File: config.mk
export PLATFORM = sky130hd
export DESIGN_NAME = wb_loader_flat
export DESIGN_NICKNAME = d
export VERILOG_FILES = /design/src/rtl/wb_loader_if.sv /design/src/rtl/wb_loader.sv /design/src/flat_wrapper.sv
export SDC_FILE = /design/constraint.sdc
export NUM_CORES = 1
export LEC_CHECK = 0
export ABC_AREA = 1
export CAP_MARGIN = 15
export CORE_UTILIZATION = 50
export DETAILED_ROUTE_END_ITERATION = 16
export GPL_ROUTABILITY_DRIVEN = 0
export PLACE_DENSITY = 0.73
export SLEW_MARGIN = 40
export SYNTH_ARGS = -nofsm -noshare
export SYNTH_HDL_FRONTEND = slang
export SYNTH_SLANG_ARGS = --single-unit
export TNS_END_PERCENT = 30
File: constraint.sdc
create_clock -name clk_i -period 7.1 [get_ports clk_i]
set_input_delay 0.71 -clock clk_i [delete_from_list [all_inputs] [get_ports clk_i]]
set_output_delay 0.71 -clock clk_i [all_outputs]
set_load 0.05 [all_outputs]
File: src/rtl/wb_loader_if.sv
// Bundles the byte stream and the Wishbone write/read channel used by wb_loader.
// master = loader side, slave = stream source plus Wishbone target side.
interface wb_loader_if;
  logic [7:0]  s_dat_i;
  logic        s_vld_i;
  logic        s_rdy_o;
  logic        wb_cyc_o;
  logic        wb_stb_o;
  logic        wb_we_o;
  logic [3:0]  wb_be_o;
  logic [31:0] wb_adr_o;
  logic [31:0] wb_dat_o;
  logic [31:0] wb_dat_i;
  logic        wb_ack_i;

  modport master (
    input  s_dat_i, s_vld_i, wb_dat_i, wb_ack_i,
    output s_rdy_o, wb_cyc_o, wb_stb_o, wb_we_o, wb_be_o, wb_adr_o, wb_dat_o
  );

  modport slave (
    output s_dat_i, s_vld_i, wb_dat_i, wb_ack_i,
    input  s_rdy_o, wb_cyc_o, wb_stb_o, wb_we_o, wb_be_o, wb_adr_o, wb_dat_o
  );
endinterface

File: src/rtl/wb_loader.sv
// Streams a length-prefixed little-endian image into RAM over Wishbone, holding the core in reset until done.
// Optional readback check of every written word: define WB_LOADER_VERIFY_EN.
module wb_loader #(
  parameter logic [31:0] BASEADR = 32'h0,
  parameter int unsigned ACKTMO  = 256
) (
  input  logic         clk_i,
  input  logic         rst_i,
  wb_loader_if.master  bus,
  output logic         busy_o,
  output logic         done_o,
  output logic         err_o,
  output logic         cpu_rst_no
);

  typedef enum logic [2:0] {
    ST_HDR,
    ST_DATA,
    ST_WR,
    ST_RD,
    ST_DONE,
    ST_ERR
  } state_t;

  localparam bit          TMO_EN   = (ACKTMO != 0);
  localparam logic [31:0] TMO_LAST = 32'(ACKTMO - 1);

  state_t      state_reg, state_next;
  logic [31:0] count_reg, count_next;
  logic [31:0] word_reg, word_next;
  logic [1:0]  byte_cnt_reg, byte_cnt_next;
  logic [31:0] idx_reg, idx_next;
  logic [31:0] tmo_reg, tmo_next;
  logic        got_byte_reg, got_byte_next;
  logic        req_reg, req_next;
  logic        we_reg, we_next;
  logic [31:0] adr_reg, adr_next;
  logic [31:0] dat_reg, dat_next;
  logic        err_reg, err_next;

  logic        s_rdy;
  logic        byte_fire;
  logic        ack_hit;
  logic        tmo_hit;
  logic [31:0] asm_word;
  logic [31:0] idx_inc;

  // Incoming byte lands in the lane selected by the byte counter (little-endian).
  genvar gi;
  generate
    for (gi = 0; gi < 4; gi++) begin : g_lane
      assign asm_word[gi*8 +: 8] = (byte_cnt_reg == 2'(gi)) ? bus.s_dat_i
                                                            : word_reg[gi*8 +: 8];
    end
  endgenerate

  assign s_rdy     = !rst_i && ((state_reg == ST_HDR) || (state_reg == ST_DATA));
  assign byte_fire = bus.s_vld_i && s_rdy;
  assign ack_hit   = req_reg && bus.wb_ack_i;
  assign tmo_hit   = TMO_EN && req_reg && !bus.wb_ack_i && (tmo_reg == TMO_LAST);
  assign idx_inc   = idx_reg + 32'd1;

`ifndef WB_LOADER_VERIFY_EN
  logic unused_rd_dat;
  assign unused_rd_dat = ^bus.wb_dat_i;
`endif

  always_ff @(posedge clk_i) begin
    if (rst_i) begin
      state_reg    <= ST_HDR;
      count_reg    <= '0;
      word_reg     <= '0;
      byte_cnt_reg <= '0;
      idx_reg      <= '0;
      tmo_reg      <= '0;
      got_byte_reg <= 1'b0;
      req_reg      <= 1'b0;
      we_reg       <= 1'b0;
      adr_reg      <= '0;
      dat_reg      <= '0;
      err_reg      <= 1'b0;
    end else begin
      state_reg    <= state_next;
      count_reg    <= count_next;
      word_reg     <= word_next;
      byte_cnt_reg <= byte_cnt_next;
      idx_reg      <= idx_next;
      tmo_reg      <= tmo_next;
      got_byte_reg <= got_byte_next;
      req_reg      <= req_next;
      we_reg       <= we_next;
      adr_reg      <= adr_next;
      dat_reg      <= dat_next;
      err_reg      <= err_next;
    end
  end

  always_comb begin
    state_next    = state_reg;
    count_next    = count_reg;
    word_next     = word_reg;
    byte_cnt_next = byte_cnt_reg;
    idx_next      = idx_reg;
    tmo_next      = tmo_reg;
    got_byte_next = got_byte_reg;
    req_next      = req_reg;
    we_next       = we_reg;
    adr_next      = adr_reg;
    dat_next      = dat_reg;
    err_next      = err_reg;

    if (req_reg && !bus.wb_ack_i) begin
      tmo_next = tmo_reg + 32'd1;
    end

    unique case (state_reg)
      ST_HDR: begin
        if (byte_fire) begin
          got_byte_next = 1'b1;
          word_next     = asm_word;
          byte_cnt_next = byte_cnt_reg + 2'd1;
          if (byte_cnt_reg == 2'd3) begin
            count_next = asm_word;
            state_next = (asm_word == 32'd0) ? ST_DONE : ST_DATA;
          end
        end
      end

      ST_DATA: begin
        if (byte_fire) begin
          word_next     = asm_word;
          byte_cnt_next = byte_cnt_reg + 2'd1;
          if (byte_cnt_reg == 2'd3) begin
            // Request is registered here so it is stable from its first cycle.
            state_next = ST_WR;
            req_next   = 1'b1;
            we_next    = 1'b1;
            adr_next   = BASEADR + {idx_reg[29:0], 2'b00};
            dat_next   = asm_word;
            tmo_next   = '0;
          end
        end
      end

      ST_WR: begin
        if (tmo_hit) begin
          req_next   = 1'b0;
          we_next    = 1'b0;
          err_next   = 1'b1;
          state_next = ST_ERR;
        end else if (ack_hit) begin
          req_next = 1'b0;
          we_next  = 1'b0;
          idx_next = idx_inc;
`ifdef WB_LOADER_VERIFY_EN
          state_next = ST_RD;
`else
          state_next = (idx_inc < count_reg) ? ST_DATA : ST_DONE;
`endif
        end
      end

`ifdef WB_LOADER_VERIFY_EN
      ST_RD: begin
        // First RD cycle is the idle gap; the read request goes out on the next edge.
        if (!req_reg) begin
          req_next = 1'b1;
          we_next  = 1'b0;
          tmo_next = '0;
        end else if (tmo_hit) begin
          req_next   = 1'b0;
          err_next   = 1'b1;
          state_next = ST_ERR;
        end else if (ack_hit) begin
          req_next = 1'b0;
          if (bus.wb_dat_i != dat_reg) begin
            err_next   = 1'b1;
            state_next = ST_ERR;
          end else begin
            state_next = (idx_reg < count_reg) ? ST_DATA : ST_DONE;
          end
        end
      end
`endif

      ST_DONE: begin
        state_next = ST_DONE;
      end

      default: begin
        state_next = ST_ERR;
        req_next   = 1'b0;
        we_next    = 1'b0;
      end
    endcase
  end

  assign bus.s_rdy_o   = s_rdy;
  assign bus.wb_cyc_o  = req_reg;
  assign bus.wb_stb_o  = req_reg;
  assign bus.wb_we_o   = we_reg;
  assign bus.wb_be_o   = req_reg ? 4'hF : 4'h0;
  assign bus.wb_adr_o  = adr_reg;
  assign bus.wb_dat_o  = dat_reg;

  assign busy_o     = ((state_reg == ST_HDR) && got_byte_reg) || (state_reg == ST_DATA) ||
                      (state_reg == ST_WR) || (state_reg == ST_RD);
  assign done_o     = (state_reg == ST_DONE);
  assign cpu_rst_no = (state_reg == ST_DONE);
  assign err_o      = err_reg;

endmodule

File: src/flat_wrapper.sv
// flat-port wrapper written by rule: the top's interface ports become plain ports
module wb_loader_flat 
#(
  parameter logic [31:0] BASEADR = 32'h0,
  parameter int unsigned ACKTMO  = 256
)
  (clk_i, rst_i, busy_o, done_o, err_o, cpu_rst_no, bus_s_dat_i, bus_s_vld_i, bus_wb_dat_i, bus_wb_ack_i, bus_s_rdy_o, bus_wb_cyc_o, bus_wb_stb_o, bus_wb_we_o, bus_wb_be_o, bus_wb_adr_o, bus_wb_dat_o);
  wb_loader_if bus_i ();
  input  logic clk_i;
  input  logic rst_i;
  output logic busy_o;
  output logic done_o;
  output logic err_o;
  output logic cpu_rst_no;
  input wire logic [$bits(bus_i.s_dat_i)-1:0] bus_s_dat_i;
  input wire logic [$bits(bus_i.s_vld_i)-1:0] bus_s_vld_i;
  input wire logic [$bits(bus_i.wb_dat_i)-1:0] bus_wb_dat_i;
  input wire logic [$bits(bus_i.wb_ack_i)-1:0] bus_wb_ack_i;
  output wire logic [$bits(bus_i.s_rdy_o)-1:0] bus_s_rdy_o;
  output wire logic [$bits(bus_i.wb_cyc_o)-1:0] bus_wb_cyc_o;
  output wire logic [$bits(bus_i.wb_stb_o)-1:0] bus_wb_stb_o;
  output wire logic [$bits(bus_i.wb_we_o)-1:0] bus_wb_we_o;
  output wire logic [$bits(bus_i.wb_be_o)-1:0] bus_wb_be_o;
  output wire logic [$bits(bus_i.wb_adr_o)-1:0] bus_wb_adr_o;
  output wire logic [$bits(bus_i.wb_dat_o)-1:0] bus_wb_dat_o;
  assign bus_i.s_dat_i = bus_s_dat_i;
  assign bus_i.s_vld_i = bus_s_vld_i;
  assign bus_i.wb_dat_i = bus_wb_dat_i;
  assign bus_i.wb_ack_i = bus_wb_ack_i;
  assign bus_s_rdy_o = bus_i.s_rdy_o;
  assign bus_wb_cyc_o = bus_i.wb_cyc_o;
  assign bus_wb_stb_o = bus_i.wb_stb_o;
  assign bus_wb_we_o = bus_i.wb_we_o;
  assign bus_wb_be_o = bus_i.wb_be_o;
  assign bus_wb_adr_o = bus_i.wb_adr_o;
  assign bus_wb_dat_o = bus_i.wb_dat_o;
  wb_loader #(.BASEADR(BASEADR), .ACKTMO(ACKTMO)) u_core (.clk_i(clk_i), .rst_i(rst_i), .bus(bus_i), .busy_o(busy_o), .done_o(done_o), .err_o(err_o), .cpu_rst_no(cpu_rst_no));
endmodule
==> impl_metrics.ini, run 1 <==
[status]
status = finished, final reports clean

[timing]
report.final.slew_viol_count = 0
skew_ns = 0.0142
fin_crit_ns = 3.14
hold_viol_final = 0
tns_ns = 0
setup_viol = 0
max_freq_ghz = 0.318
fin_crit_sh_pct = 44.2
rsz0062_at_grt = false
slew_headroom_pct = 46.2
tightest_slew_ns = 0.807
setup_ws_ns = 3.96

[synthesis]
synth_simple_gate_area_share_pct = 22.2
ys_seq_area_share_pct = 39.8
yosysTopAreaCell = dfxtp_1
synth_area_mm2 = 0.00996
synth_cells = 1363
synth_xor_area_share_pct = 4.22
avgSynthCellArea_um2 = 7.31
synth-compound-area-share_pct = 18.2
netlist-cell-type-count = 41
synth_top_family_by_area = simple AND/OR/NAND/NOR gates
yosys_warnings = 0
synth.area.top_cells = dfxtp_1 40%, nand2_1 9.0%, inv_1 6.8%
synth-adder-area-share_pct = 4.65
synth_edf_count = 0
synth-seq-cells = 198
async_flop_share_pct = 0
synth_top_area_share_pct = 39.8
synthFlopType = dfxtp_1
synthMuxAreaShare_pct = 0

[clock_network]
cts_setup_buffers = 0
clock_latency_ns = 0.45
cts_resized = 0
clockBufferDepth = 2
clk_pin_slew_ns = 0.07
tritoncts = done
htreeDepth = 4
cts_root_buffer = clkbuf_16
cts_made_buffers = 17
cts.sinks = 198
cts_hold_buf = 0

[floorplanning]
die-height_um = 143
ios = 120
dieArea_mm2 = 0.0205
die_w_um = 143
rows = 51
start_util_pct = 51.2
core_area_mm2 = 0.0195

[placed_design]
post-place-ws_ns = 3.41
dp_cells = 1652
hpwl_um = 16300
port_buffers = 85

[setup_path]
critPathTopFamily = simple AND/OR/NAND/NOR gates
critPathMaxFanout = 66
slowest_delay_ns = 0.67
crit_chain = buf_2 -> buf_6 -> nor3_4 -> nand2_4 -> nor2_1 -> inv_2 -> nor2_8 -> buf_4 -> nor2_1 -> a211oi_1
cp_data_required_time_ns = 7.45
crit_arrival_ns = 3.49
cp_slowest_cell = buf_4
cp_common_cell = nor2_1
critPathBufInv = 4
cp-end-kind = register
crit_path_start_kind = input pin
path_class = input pin to register

[drt]
ant_nets = 0
routedWlPerCell_um = 13.8
drt_iter0_markers = 597
wl_um = 23200
drc = 0
firstDrtPassIters = 5
vias = 8640
avgViaCountPerCell = 5.13

[grt]
grt_max_degree = 96
grt_usage_pct = 23.3
grt_pass1_vias = 7757
grt_overflow = 0
grt_pass1_wl_um = 37600
antenna_found_initial = 0

[pwr]
ir_drop_v = 0.000148
p_leak_nw = 4.62
p_per_area_mw_per_mm2 = 218
finalPower_mw = 2.48

[finish]
fin_nets = 1487
fin_cells = 1684
syn_to_final_growth_pct = 14.3
final_util_pct = 58.5
drive_gt1_share_pct = 6.48
antennaDiodeCount = 0

[worst_hold_path]
hold_path_class = register to register

[flow_run]
maxCapViolCount = 0
## final cells by class
cell class	instances	area, µm²
clock inverters	13	151
well taps	265	332
fillers	1766	8080
flip-flops and latches	198	3960
clock buffers	19	433
multi-input cells	913	4910
repair buffers	89	883
inverters	187	706
## cell usage after synthesis (2+ instances only)
library cell / instances
a211oi_1: 21
a211oi_2: 27
a21oi_1: 125
buf_1: 2
buf_2: 13
buf_4: 22
buf_6: 5
clkbuf_1: 23
clkinv_2: 2
dfxtp_1: 198
ha_1: 37
inv_1: 181
inv_2: 3
nand2_1: 238
nand2_2: 5
nand2_4: 2
nand3_1: 47
nand4_1: 14
nor2_1: 165
nor2_2: 9
nor2_4: 2
nor3_1: 20
nor3_2: 3
nor4_1: 7
o21a_1: 2
o21ai_0: 128
o21ai_1: 2
xnor2_1: 7
xor2_1: 41
## stage by stage
stage	hold WS (ns)	area (µm²)
after floorplan	0.420	9960
after global placement	0.433	10800
after detailed placement	0.437	10800
after CTS	0.447	11400
after global routing	0.475	11400
final	0.447	11400
## path summary, 6_finish.rpt
check,startpoint,end,slack (ns),cells after the start
worst max-delay path,rst_i,u_core.bus.wb_dat_o[30]$_SDFFE_PP0P_,3.96,10
worst min-delay path,u_core.tmo_reg[31]$_SDFF_PP0_,u_core.tmo_reg[31]$_SDFF_PP0_,0.45,1
worst max register to register,u_core.byte_cnt_reg[1]$_SDFFE_PP0P_,u_core.bus.wb_dat_o[30]$_SDFFE_PP0P_,4.02,8
worst min register to register,u_core.tmo_reg[31]$_SDFF_PP0_,u_core.tmo_reg[31]$_SDFF_PP0_,0.45,1
## power by group
part           internal [mW]  leakage (nW)  switching [mW]
Combinational         0.0915          2.73           0.247
Clock                  0.504         0.289           0.475
Sequential              1.15          1.60          0.0205
## worst reg2reg max path: cells and delay by family, from the launching register on
family	cells	cell delay (ns)
buffers and inverters	3	1.16
and+or+nand+nor	3	0.90
DFF	1	0.37
adders and majority gates	1	0.38
AOI/OAI and AO/OA	1	0.20
## metal layers
| metal | share of wire (%) | GRT usage, % | up-vias |
|---|---|---|---|
| li1 | - | - | 4488 |
| met3 | 4.3 | 4.56 | 48 |
| met2 | 48 | 39.2 | 182 |
| met5 | 0 | 0 | - |
| met4 | 2.5 | 8.89 | 0 |
| met1 | 46 | 29.4 | 3922 |
## cell usage in the layout (no fill, tap or decap), types with 37 or more instances in the layout
master / synthesis / final
o21ai_0: 128 / 128
nand2_1: 238 / 238
clkdlybuf4s50_1: 0 / 84
a21oi_1: 125 / 125
inv_1: 181 / 180
dfxtp_1: 198 / 198
nor2_1: 165 / 165
nand3_1: 47 / 47
xor2_1: 41 / 41
ha_1: 37 / 37
## kinds of logic (layout without fill, tap and decap cells)
| logic type | Yosys count | after routing |
|---|---|---|
| flops | 198 | 198 |
| buf+inv | 253 | 308 |
| simple gates | 518 | 518 |
| fa+ha+maj | 37 | 37 |
| xor+xnor | 48 | 48 |
| other cells | 1 | 2 |
| compound gates | 308 | 308 |
Note: power is estimated with default switching activity, not from simulation.
==> run 2: changes to the inputs <==
--- a/config.mk
+++ b/config.mk
@@ -10,7 +10,7 @@
 export CORE_UTILIZATION = 50
 export DETAILED_ROUTE_END_ITERATION = 16
 export GPL_ROUTABILITY_DRIVEN = 0
-export PLACE_DENSITY = 0.73
+export PLACE_DENSITY = 0.76
 export SLEW_MARGIN = 40
 export SYNTH_ARGS = -nofsm -noshare
 export SYNTH_HDL_FRONTEND = slang
==> constraint.sdc (replaced) <==
create_clock -name clk_i -period 2.6 [get_ports clk_i]
set_input_delay 0.26 -clock clk_i [delete_from_list [all_inputs] [get_ports clk_i]]
set_output_delay 0.26 -clock clk_i [all_outputs]
set_load 0.05 [all_outputs]
==> run 2 against run 1 <==
  * Clock skew shrank 0.0035 ns
  * Cell count grew 2.9%
  * Sequential power grew to 2.7 times the previous value
  * Power grew to 2.7 times the previous value
  * Register-to-register slack lost 3.9 ns
  * Clock power grew to 2.6 times the previous value
  * Critical path type is now register to register
  * Critical endpoint is now u_core.state_reg[2]$_SDFFE_PP0P_
==> impl_metrics.ini, run 2 (same netlist as run 1, synthesis figures left out) <==
[status]
status = finished, final reports clean

[setup_path]
critPathTopFamily = simple AND/OR/NAND/NOR gates
path_class = register to register
cp_common_cell = nand2_1
critPathMaxFanout = 5
cp-end-kind = register
crit_chain = inv_1 -> nor3_4 -> nand2_1 -> nor2_1 -> nand3_1 -> nand2_1 -> inv_1 -> ha_1 -> nand2_1 -> nor2_2 -> nand4_1 -> a21oi_2 -> nor2_2 -> nand2_1 -> nand2_1 -> a21oi_1
cp_data_required_time_ns = 2.97
cp_slowest_cell = dfxtp_1
r2r_setup_slack_ns = 0.08
crit_path_start_kind = register
slowest_delay_ns = 0.36
critPathBufInv = 2
crit_arrival_ns = 2.89

[grt]
grt_max_degree = 66
antenna_found_initial = 0
grt_pass1_wl_um = 39800
grt_overflow = 0
grt_usage_pct = 24.7
grt_pass1_vias = 8400

[drt]
firstDrtPassIters = 6
vias = 9059
avgViaCountPerCell = 5.23
drc = 0
drt_iter0_markers = 595
routedWlPerCell_um = 14.2
ant_nets = 0
wl_um = 24600

[timing]
report.final.slew_viol_count = 0
skew_ns = 0.0108
fin_crit_ns = 2.52
hold_viol_final = 0
tightest_slew_ns = 0.663
max_freq_ghz = 0.397
hold_ws_ns = 0.233
slew_headroom_pct = 55.3
setup_viol = 0
tns_ns = 0
rsz0062_at_grt = true
fin_crit_sh_pct = 97.0

[clock_network]
htreeDepth = 4
clockBufferDepth = 2
tritoncts = done
cts.sinks = 198
cts_made_buffers = 17
clk_pin_slew_ns = 0.08
clock_latency_ns = 0.44
cts_root_buffer = clkbuf_16

[finish]
antennaDiodeCount = 0
fillCellCount = 1681
drive_gt1_share_pct = 13.2
final_cell_mix = 230 x nand2_1, 186 x dfxtp_1, 178 x inv_1
fin_nets = 1536
final_common_cell = nand2_1
stdcell_area_mm2 = 0.0120
syn_to_final_growth_pct = 20.5

[floorplanning]
dieArea_mm2 = 0.0205
die_w_um = 143
start_util_pct = 51.2
die-height_um = 143
rows = 51
core_area_mm2 = 0.0195
ios = 120

[placed_design]
dpl_cell_area_mm2 = 0.0111
port_buffers = 85
hpwl_um = 17100

[pwr]
p_leak_nw = 4.91
p_per_area_mw_per_mm2 = 557
ir_drop_v = 0.000403
finalPower_mw = 6.68

[flow_run]
maxCapViolCount = 0

[worst_hold_path]
hold_path_class = input pin to register
[run 2: changes by cell type in the layout (fill, tap and decap cells not counted), sizes merged]
| cell | delta |
|---|---|
| bufinv | -1 |
| buf | +49 |
| inv | -2 |
| clkinvlp | +1 |
| clkinv | +2 |
[run 2: what timing repair did]
item / 4_1_cts / 5_1_grt
buffers inserted: 2 / 5
pin swaps: 2 / 21
hold buffers: 0 / 0
endpoints found under the setup margin: 2 / 2
resized for setup: 9 / 59
[run 2: final cells by class]
type                       count  area [µm²]  share of cell area, %
multi-input combinational    913        5150                   42.9
inverter                     187         704                   5.87
sequential                   198        3990                   33.2
tap                          265         332                   2.76
clock buffer                  19         443                   3.69
clock inverter                13         114                  0.949
timing repair buffer         138        1270                   10.6
[run 2: routing by layer]
metal | vias to the layer above | global-route usage [%] | part of all wire, %
met5 | - | 0 | 0
met4 | 0 | 9.73 | 2.6
met3 | 46 | 3.52 | 4.4
met2 | 221 | 43.1 | 50
met1 | 4201 | 30.5 | 43
li1 | 4591 | - | -
[run 2: metrics by stage]
| stage | util (%) | instances | setup WS (ns) |
|---|---|---|---|
| 2_1_floorplan | - | 1364 | 0.219 |
| 3_3_place_gp | 57.2 | 1694 | 0.0155 |
| 3_5_place_dp | 57.2 | 1694 | -0.0834 |
| 4_1_cts | 60.2 | 1728 | 0.00535 |
| 5_1_grt | 61.7 | 1733 | -0.113 |
| 6_report | 61.7 | 1733 | 0.0779 |
[run 2: final timing paths]
path	start	end	cells past startpoint
setup / recovery	u_core.idx_reg[8]$_SDFFE_PP0P_	u_core.state_reg[2]$_SDFFE_PP0P_	16
setup reg to reg	u_core.idx_reg[8]$_SDFFE_PP0P_	u_core.state_reg[2]$_SDFFE_PP0P_	16
hold reg to reg	u_core.tmo_reg[31]$_SDFF_PP0_	u_core.tmo_reg[31]$_SDFF_PP0_	1
hold / removal	rst_i	u_core.word_reg[19]$_SDFFE_PP0P_	4
[run 2: worst reg2reg max path, cell delays in order, from the launching register on]
cell and delay [ns]:
dfxtp_1 0.36, inv_1 0.13, nor3_4 0.27, nand2_1 0.10
nor2_1 0.22, nand3_1 0.11, nand2_1 0.11, inv_1 0.05
ha_1 0.29, nand2_1 0.07, nor2_2 0.13, nand4_1 0.14
a21oi_2 0.16, nor2_2 0.07, nand2_1 0.07, nand2_1 0.05
a21oi_1 0.12
[run 2: report_power, final]
group          internal, mW  switching, mW
clock                  1.28           1.26
sequential             3.12         0.0592
combinational         0.281          0.677
total                  4.69           2.00
